File: src/rtl/bet_ledger_if.sv
// bet_ledger_if: connects the keystroke side (PS/2 decoder, Arduino chip
// sensor, payout processor) to the bet ledger and carries the ledger
// contents back to the register file.
//
// Signals:
//   key_valid    keystroke-valid level from the PS/2 controller
//   key_opcode   decoded bet opcode (OPCODE_W bits)
//   color        chip colour, 3'b000 means no chip on the sensor
//   payout_done  one-cycle pulse when the processor finishes the payout pass
//   bets_flat    DEPTH packed entries, entry i at [i*ENTRY_W +: ENTRY_W]
//   bet_count    number of valid entries
//   full         bet_count == DEPTH
//   locked       ledger frozen for payout
//   spin_req     one-cycle pulse when a spin is accepted
//   rejected     one-cycle pulse when a keystroke is discarded
//
// Modports: master drives the keystroke side, slave is the ledger itself.
interface bet_ledger_if #(
    parameter int DEPTH    = 12,
    parameter int OPCODE_W = 6,
    parameter int COLOR_W  = 2
);
    localparam int ENTRY_W = COLOR_W + OPCODE_W;

    logic                       key_valid;
    logic [OPCODE_W-1:0]        key_opcode;
    logic [2:0]                 color;
    logic                       payout_done;
    logic [DEPTH*ENTRY_W-1:0]   bets_flat;
    logic [5:0]                 bet_count;
    logic                       full;
    logic                       locked;
    logic                       spin_req;
    logic                       rejected;

    modport master (
        output key_valid, key_opcode, color, payout_done,
        input  bets_flat, bet_count, full, locked, spin_req, rejected
    );

    modport slave (
        input  key_valid, key_opcode, color, payout_done,
        output bets_flat, bet_count, full, locked, spin_req, rejected
    );
endinterface

File: src/rtl/bet_ledger.sv
// bet_ledger: bet capture buffer between the PS/2 keystroke decoder and the
// register file. Each rising edge of key_valid is one keystroke event; a
// valid bet is stored as {color[COLOR_W-1:0], opcode} in the next free entry.
// CLEAR_OP empties the ledger, SPIN_OP (with at least one bet) freezes it in
// LOCKED until the processor pulses payout_done, which empties it again.
//
// Ports:
//   clock  system clock
//   reset  synchronous, active-low reset
//   bus    bet_ledger_if slave modport (keystroke inputs, ledger outputs)
module bet_ledger #(
    parameter int                  DEPTH    = 12,
    parameter int                  OPCODE_W = 6,
    parameter int                  COLOR_W  = 2,
    parameter logic [OPCODE_W-1:0] SPIN_OP  = 6'b111110,
    parameter logic [OPCODE_W-1:0] CLEAR_OP = 6'b111111
) (
    input logic         clock,
    input logic         reset,
    bet_ledger_if.slave bus
);
    localparam int         ENTRY_W = COLOR_W + OPCODE_W;
    localparam logic [5:0] DEPTH_C = 6'(DEPTH);

    typedef enum logic {
        COLLECT,
        LOCKED
    } state_t;

    state_t              state;
    state_t              state_next;
    logic                key_valid_q;
    logic [5:0]          bet_count;
    logic [5:0]          count_next;
    logic [ENTRY_W-1:0]  entries [DEPTH];
    logic                full_q;
    logic                spin_q;
    logic                rejected_q;
    logic                key_event;
    logic                clear_all;
    logic                write_en;
    logic                spin_next;
    logic                rejected_next;
    logic [ENTRY_W-1:0]  new_entry;

    // key_valid_q resets high so a key held through reset release is not
    // mistaken for a fresh keystroke.
    assign key_event = bus.key_valid & ~key_valid_q;

    // Colour bits above COLOR_W only matter for the no-chip test.
    assign new_entry = {bus.color[COLOR_W-1:0], bus.key_opcode};

    // Next-state and event decode. In LOCKED every keystroke is rejected,
    // and payout_done takes priority over a simultaneous keystroke.
    always_comb begin
        state_next    = state;
        count_next    = bet_count;
        clear_all     = 1'b0;
        write_en      = 1'b0;
        spin_next     = 1'b0;
        rejected_next = 1'b0;
        case (state)
            COLLECT: begin
                if (key_event) begin
                    if (bus.key_opcode == CLEAR_OP) begin
                        clear_all  = 1'b1;
                        count_next = '0;
                    end else if (bus.key_opcode == SPIN_OP) begin
                        if (bet_count != 6'd0) begin
                            state_next = LOCKED;
                            spin_next  = 1'b1;
                        end else begin
                            rejected_next = 1'b1;
                        end
                    end else if (bus.color == 3'b000) begin
                        rejected_next = 1'b1;
                    end else if (bet_count == DEPTH_C) begin
                        rejected_next = 1'b1;
                    end else begin
                        write_en   = 1'b1;
                        count_next = bet_count + 6'd1;
                    end
                end
            end
            LOCKED: begin
                rejected_next = key_event;
                if (bus.payout_done) begin
                    clear_all  = 1'b1;
                    count_next = '0;
                    state_next = COLLECT;
                end
            end
        endcase
    end

    always_ff @(posedge clock) begin
        if (!reset) begin
            state       <= COLLECT;
            bet_count   <= '0;
            full_q      <= 1'b0;
            spin_q      <= 1'b0;
            rejected_q  <= 1'b0;
            key_valid_q <= 1'b1;
        end else begin
            state       <= state_next;
            bet_count   <= count_next;
            full_q      <= (count_next == DEPTH_C);
            spin_q      <= spin_next;
            rejected_q  <= rejected_next;
            key_valid_q <= bus.key_valid;
        end
    end

    // Entries are written only at the slot addressed by bet_count, so slots
    // beyond the count stay at zero until written.
    always_ff @(posedge clock) begin
        for (int i = 0; i < DEPTH; i++) begin
            if (!reset || clear_all) begin
                entries[i] <= '0;
            end else if (write_en && (bet_count == 6'(i))) begin
                entries[i] <= new_entry;
            end
        end
    end

    for (genvar g = 0; g < DEPTH; g++) begin : g_flat
        assign bus.bets_flat[g*ENTRY_W +: ENTRY_W] = entries[g];
    end

    assign bus.bet_count = bet_count;
    assign bus.full      = full_q;
    assign bus.locked    = (state == LOCKED);
    assign bus.spin_req  = spin_q;
    assign bus.rejected  = rejected_q;
endmodule

File: src/flat_wrapper.sv
// flat-port wrapper written by rule: the top's interface ports become plain ports
module bet_ledger_flat 
#(
    parameter int                  DEPTH    = 12,
    parameter int                  OPCODE_W = 6,
    parameter int                  COLOR_W  = 2,
    parameter logic [OPCODE_W-1:0] SPIN_OP  = 6'b111110,
    parameter logic [OPCODE_W-1:0] CLEAR_OP = 6'b111111
)
  (clock, reset, bus_key_valid, bus_key_opcode, bus_color, bus_payout_done, bus_bets_flat, bus_bet_count, bus_full, bus_locked, bus_spin_req, bus_rejected);
  bet_ledger_if #(.DEPTH(DEPTH), .OPCODE_W(OPCODE_W), .COLOR_W(COLOR_W)) bus_i ();
  input logic clock;
  input logic reset;
  input wire logic [$bits(bus_i.key_valid)-1:0] bus_key_valid;
  input wire logic [$bits(bus_i.key_opcode)-1:0] bus_key_opcode;
  input wire logic [$bits(bus_i.color)-1:0] bus_color;
  input wire logic [$bits(bus_i.payout_done)-1:0] bus_payout_done;
  output wire logic [$bits(bus_i.bets_flat)-1:0] bus_bets_flat;
  output wire logic [$bits(bus_i.bet_count)-1:0] bus_bet_count;
  output wire logic [$bits(bus_i.full)-1:0] bus_full;
  output wire logic [$bits(bus_i.locked)-1:0] bus_locked;
  output wire logic [$bits(bus_i.spin_req)-1:0] bus_spin_req;
  output wire logic [$bits(bus_i.rejected)-1:0] bus_rejected;
  assign bus_i.key_valid = bus_key_valid;
  assign bus_i.key_opcode = bus_key_opcode;
  assign bus_i.color = bus_color;
  assign bus_i.payout_done = bus_payout_done;
  assign bus_bets_flat = bus_i.bets_flat;
  assign bus_bet_count = bus_i.bet_count;
  assign bus_full = bus_i.full;
  assign bus_locked = bus_i.locked;
  assign bus_spin_req = bus_i.spin_req;
  assign bus_rejected = bus_i.rejected;
  bet_ledger #(.DEPTH(DEPTH), .OPCODE_W(OPCODE_W), .COLOR_W(COLOR_W), .SPIN_OP(SPIN_OP), .CLEAR_OP(CLEAR_OP)) u_core (.clock(clock), .reset(reset), .bus(bus_i));
endmodule
File: config.mk
export PLATFORM = sky130hd
export DESIGN_NAME = bet_ledger_flat
export DESIGN_NICKNAME = d
export VERILOG_FILES = /design/src/rtl/bet_ledger_if.sv /design/src/rtl/bet_ledger.sv /design/src/flat_wrapper.sv
export SDC_FILE = /design/constraint.sdc
export NUM_CORES = 1
export LEC_CHECK = 0
export CAP_MARGIN = 20
export CORE_ASPECT_RATIO = 1.75
export CORE_UTILIZATION = 44
export DETAILED_ROUTE_END_ITERATION = 16
export PLACE_DENSITY_LB_ADDON = 0.2
export SETUP_SLACK_MARGIN = 0.4
export SLEW_MARGIN = 20
export SYNTH_ARGS = -nofsm -noshare
export SYNTH_HDL_FRONTEND = slang
export SYNTH_SLANG_ARGS = --single-unit
File: constraint.sdc
create_clock -name clock -period 2.5 [get_ports clock]
set_input_delay 0.5 -clock clock [delete_from_list [all_inputs] [get_ports clock]]
set_output_delay 0.5 -clock clock [all_outputs]
set_load 0.05 [all_outputs]
==> impl_metrics.yaml <==
synth:
  syn_area_um2: 4570
  synthCells: 339
  synthTopCellsByCount: "96 x edfxtp_1, 90 x and2_1, 27 x nand2_1"
  netlist.area_leader.share_pct: 63.1
  yosysMostFrequentCell: "edfxtp_1"
  avgSynthCellArea_um2: 13.5
  ys_types: 53
  synth_top_area_cell: "edfxtp_1"
  synth_ff_type: "edfxtp_1"
  synthTopCellsByArea: "edfxtp_1 63%, and2_1 12%, dfxtp_1 4.8%"
  syn_nets: 356
  synthArstFlopShare_pct: 0
  ys_seq_area_share_pct: 67.9
  synth_edf_count: 96
  ys_ff_latch: 107
  synth_warnings: 0
route:
  highest_layer: "met4"
  drt-total-wl_um: 10400
  vias: 3110
  ant_nets: 0
  met2_length_um: 6020
  dr_wl_met3_um: 432
  wl_per_cell_um: 16.6
  viasPerCell: 4.99
  drtIter0Drc: 133
  drcViolationCount: 0
  drt-met1-wl_um: 3730
  dr.pass1.iters: 4
timing:
  layout_setup_ws_ps: 435
  finalSetupViolCount: 0
  whs_ps: 584
  finClkSkew_ps: 7.09
  tightest_slew_ps: 539
  drv_slew: 0
  slew_headroom_pct: 64.0
  rsz0062_at_grt: "true"
  fmax_mhz: 484
  tns_ps: 0
  period_share_pct: 82.6
  fin_crit_ps: 2060
  finalHoldViolCount: 0
grt:
  antenna_found_initial: 0
  grt_max_degree: 18
  gr-usage-all-layers_pct: 20.5
  grt_pass1_vias: 3041
  grt_pass1_wl_um: 16000
  grt_overflow: 0
cts:
  cts_num_sinks: 107
  clk_root_buffer_cell: "clkbuf_16"
  path_clk_slew_ps: 70
  numCtsBuffers: 9
  htreeDepth: 3
  cts_tree: "yes"
  cts_hold_buf: 0
  insertion_delay_ps: 340
  clk_path_buf_depth: 2
setup_path:
  end_kind: "output pin"
  rrSetupSlack_ps: 490
  path_max_fanout: 6
  crit_family: "buffers and inverters"
  cp_num_buf_inv: 1
  critical_path_class: "register to output pin"
  crit_chain: "clkdlybuf4s50_1"
  startpoint_type: "register"
  cp.required_ps: 2000
  slowest_stage: "clkdlybuf4s50_1"
  arrival_ps: 1560
  slowest_delay_ps: 830
pwr:
  power.total_w: 0.00382
  p_per_area_nw_per_um2: 586
  vdd.ir_drop.worst_v: 0.000358
  p_leak_nw: 2.52
floorplan:
  coreArea_um2: 9970
  die-area_um2: 10800
  initial_utilization_pct: 45.8
  pin_count: 119
  die_w_um: 79.0
  chipHeight_um: 137
  rows: 48
place:
  gp_congestion: 0.874
  pre_cts_slack_ps: -131
  portBuffers: 118
  dp_hpwl_um: 7780
outcome:
  status: "finished, final reports clean"
hold_path:
  worstHoldPathType: "input port to register"
finish:
  fillCellCount: 801
  antenna_cells: 0
  post-route-util_pct: 65.4
  drive_gt1_share_pct: 18.3
  syn2layout_area_growth_pct: 42.7
  num-nets-final: 510
job:
  cap_violations: 0
## per-layer routing
layer  vias up  track usage (%)
met5         -                0
met4         0             8.38
li1       1508                -
met2        93             38.8
met3        14             4.07
met1      1495             21.7
## report_power, final
part           internal (W)  total, W  switching (W)
Sequential          0.00200   0.00202      0.0000200
Combinational      0.000176  0.000525       0.000349
Clock              0.000676   0.00128       0.000600
## stage by stage
| stage | area, um^2 | cells |
|---|---|---|
| 3_3_place_gp | 6210 | 605 |
| 6_report | 6520 | 623 |
| 4_1_cts | 6500 | 623 |
| 2_1_floorplan | 4580 | 339 |
| 3_5_place_dp | 6210 | 605 |
| 5_1_grt | 6520 | 623 |
## logic make-up after synthesis
| family | share of synthesized area (%) |
|---|---|
| flip-flops | 67.9 |
| adder cells (fa/ha/maj) | 1.10 |
| buffers and inverters | 2.82 |
| AO/OA/AOI/OAI | 4.44 |
| AND/OR/NAND/NOR | 23.7 |
## repair_timing
item                                    4_1_cts  5_1_grt
gates resized for setup                      21        5
endpoints found under the setup margin      184       59
pin swaps                                     7        3
setup buffers                                 2        0
## final timing paths
| path | startpoint | end | depth (start not counted) |
|---|---|---|---|
| worst max-delay path | u_core.bus.bet_count[1] | bus_bet_count[1] | 1 |
| worst min-delay path | bus_key_valid | u_core.key_valid_q | 3 |
| worst max register to register | u_core.bus.locked | u_core.entries[2][0] | 7 |
| worst min register to register | u_core.bus.locked | u_core.bus.rejected | 1 |
## layout by cell type (no fill, tap or decap), drive strengths merged, types with 2 or more instances in the layout
| cell | count |
|---|---|
| or3 | 2 |
| buf | 41 |
| a31oi | 2 |
| a21oi | 2 |
| inv | 7 |
| nand4 | 3 |
| dfxtp | 11 |
| clkinv | 5 |
| edfxtp | 96 |
| and2 | 94 |
| and3 | 7 |
| nor2 | 15 |
| nor3 | 12 |
| ha | 4 |
| a211o | 3 |
| nand3 | 9 |
| nand2 | 28 |
| clkdlybuf4s50 | 104 |
| nor4 | 2 |
| clkbuf | 10 |
| o21ai | 5 |
| dlygate4sd2 | 14 |
## area by class of cell
type / instances / area (um^2) / area share, %
Clock inverter: 6 / 41.3 / 0.633
Timing Repair Buffer: 159 / 1580 / 24.2
Multi-Input combinational cell: 209 / 1380 / 21.1
Inverter: 7 / 26.3 / 0.403
Sequential cell: 107 / 3110 / 47.7
Tap cell: 125 / 156 / 2.40
Clock buffer: 10 / 229 / 3.51
## registers in the layout, summed over array words and instances (netlist names)
signal and count:
u_core.bus.spin_req 1, u_core.key_valid_q 1, u_core.bus.rejected 1, u_core.bus.locked 1, u_core.bus.bet_count 6, u_core.bus.full 1
u_core.entries 96
Note: power is estimated with default switching activity, not from simulation.
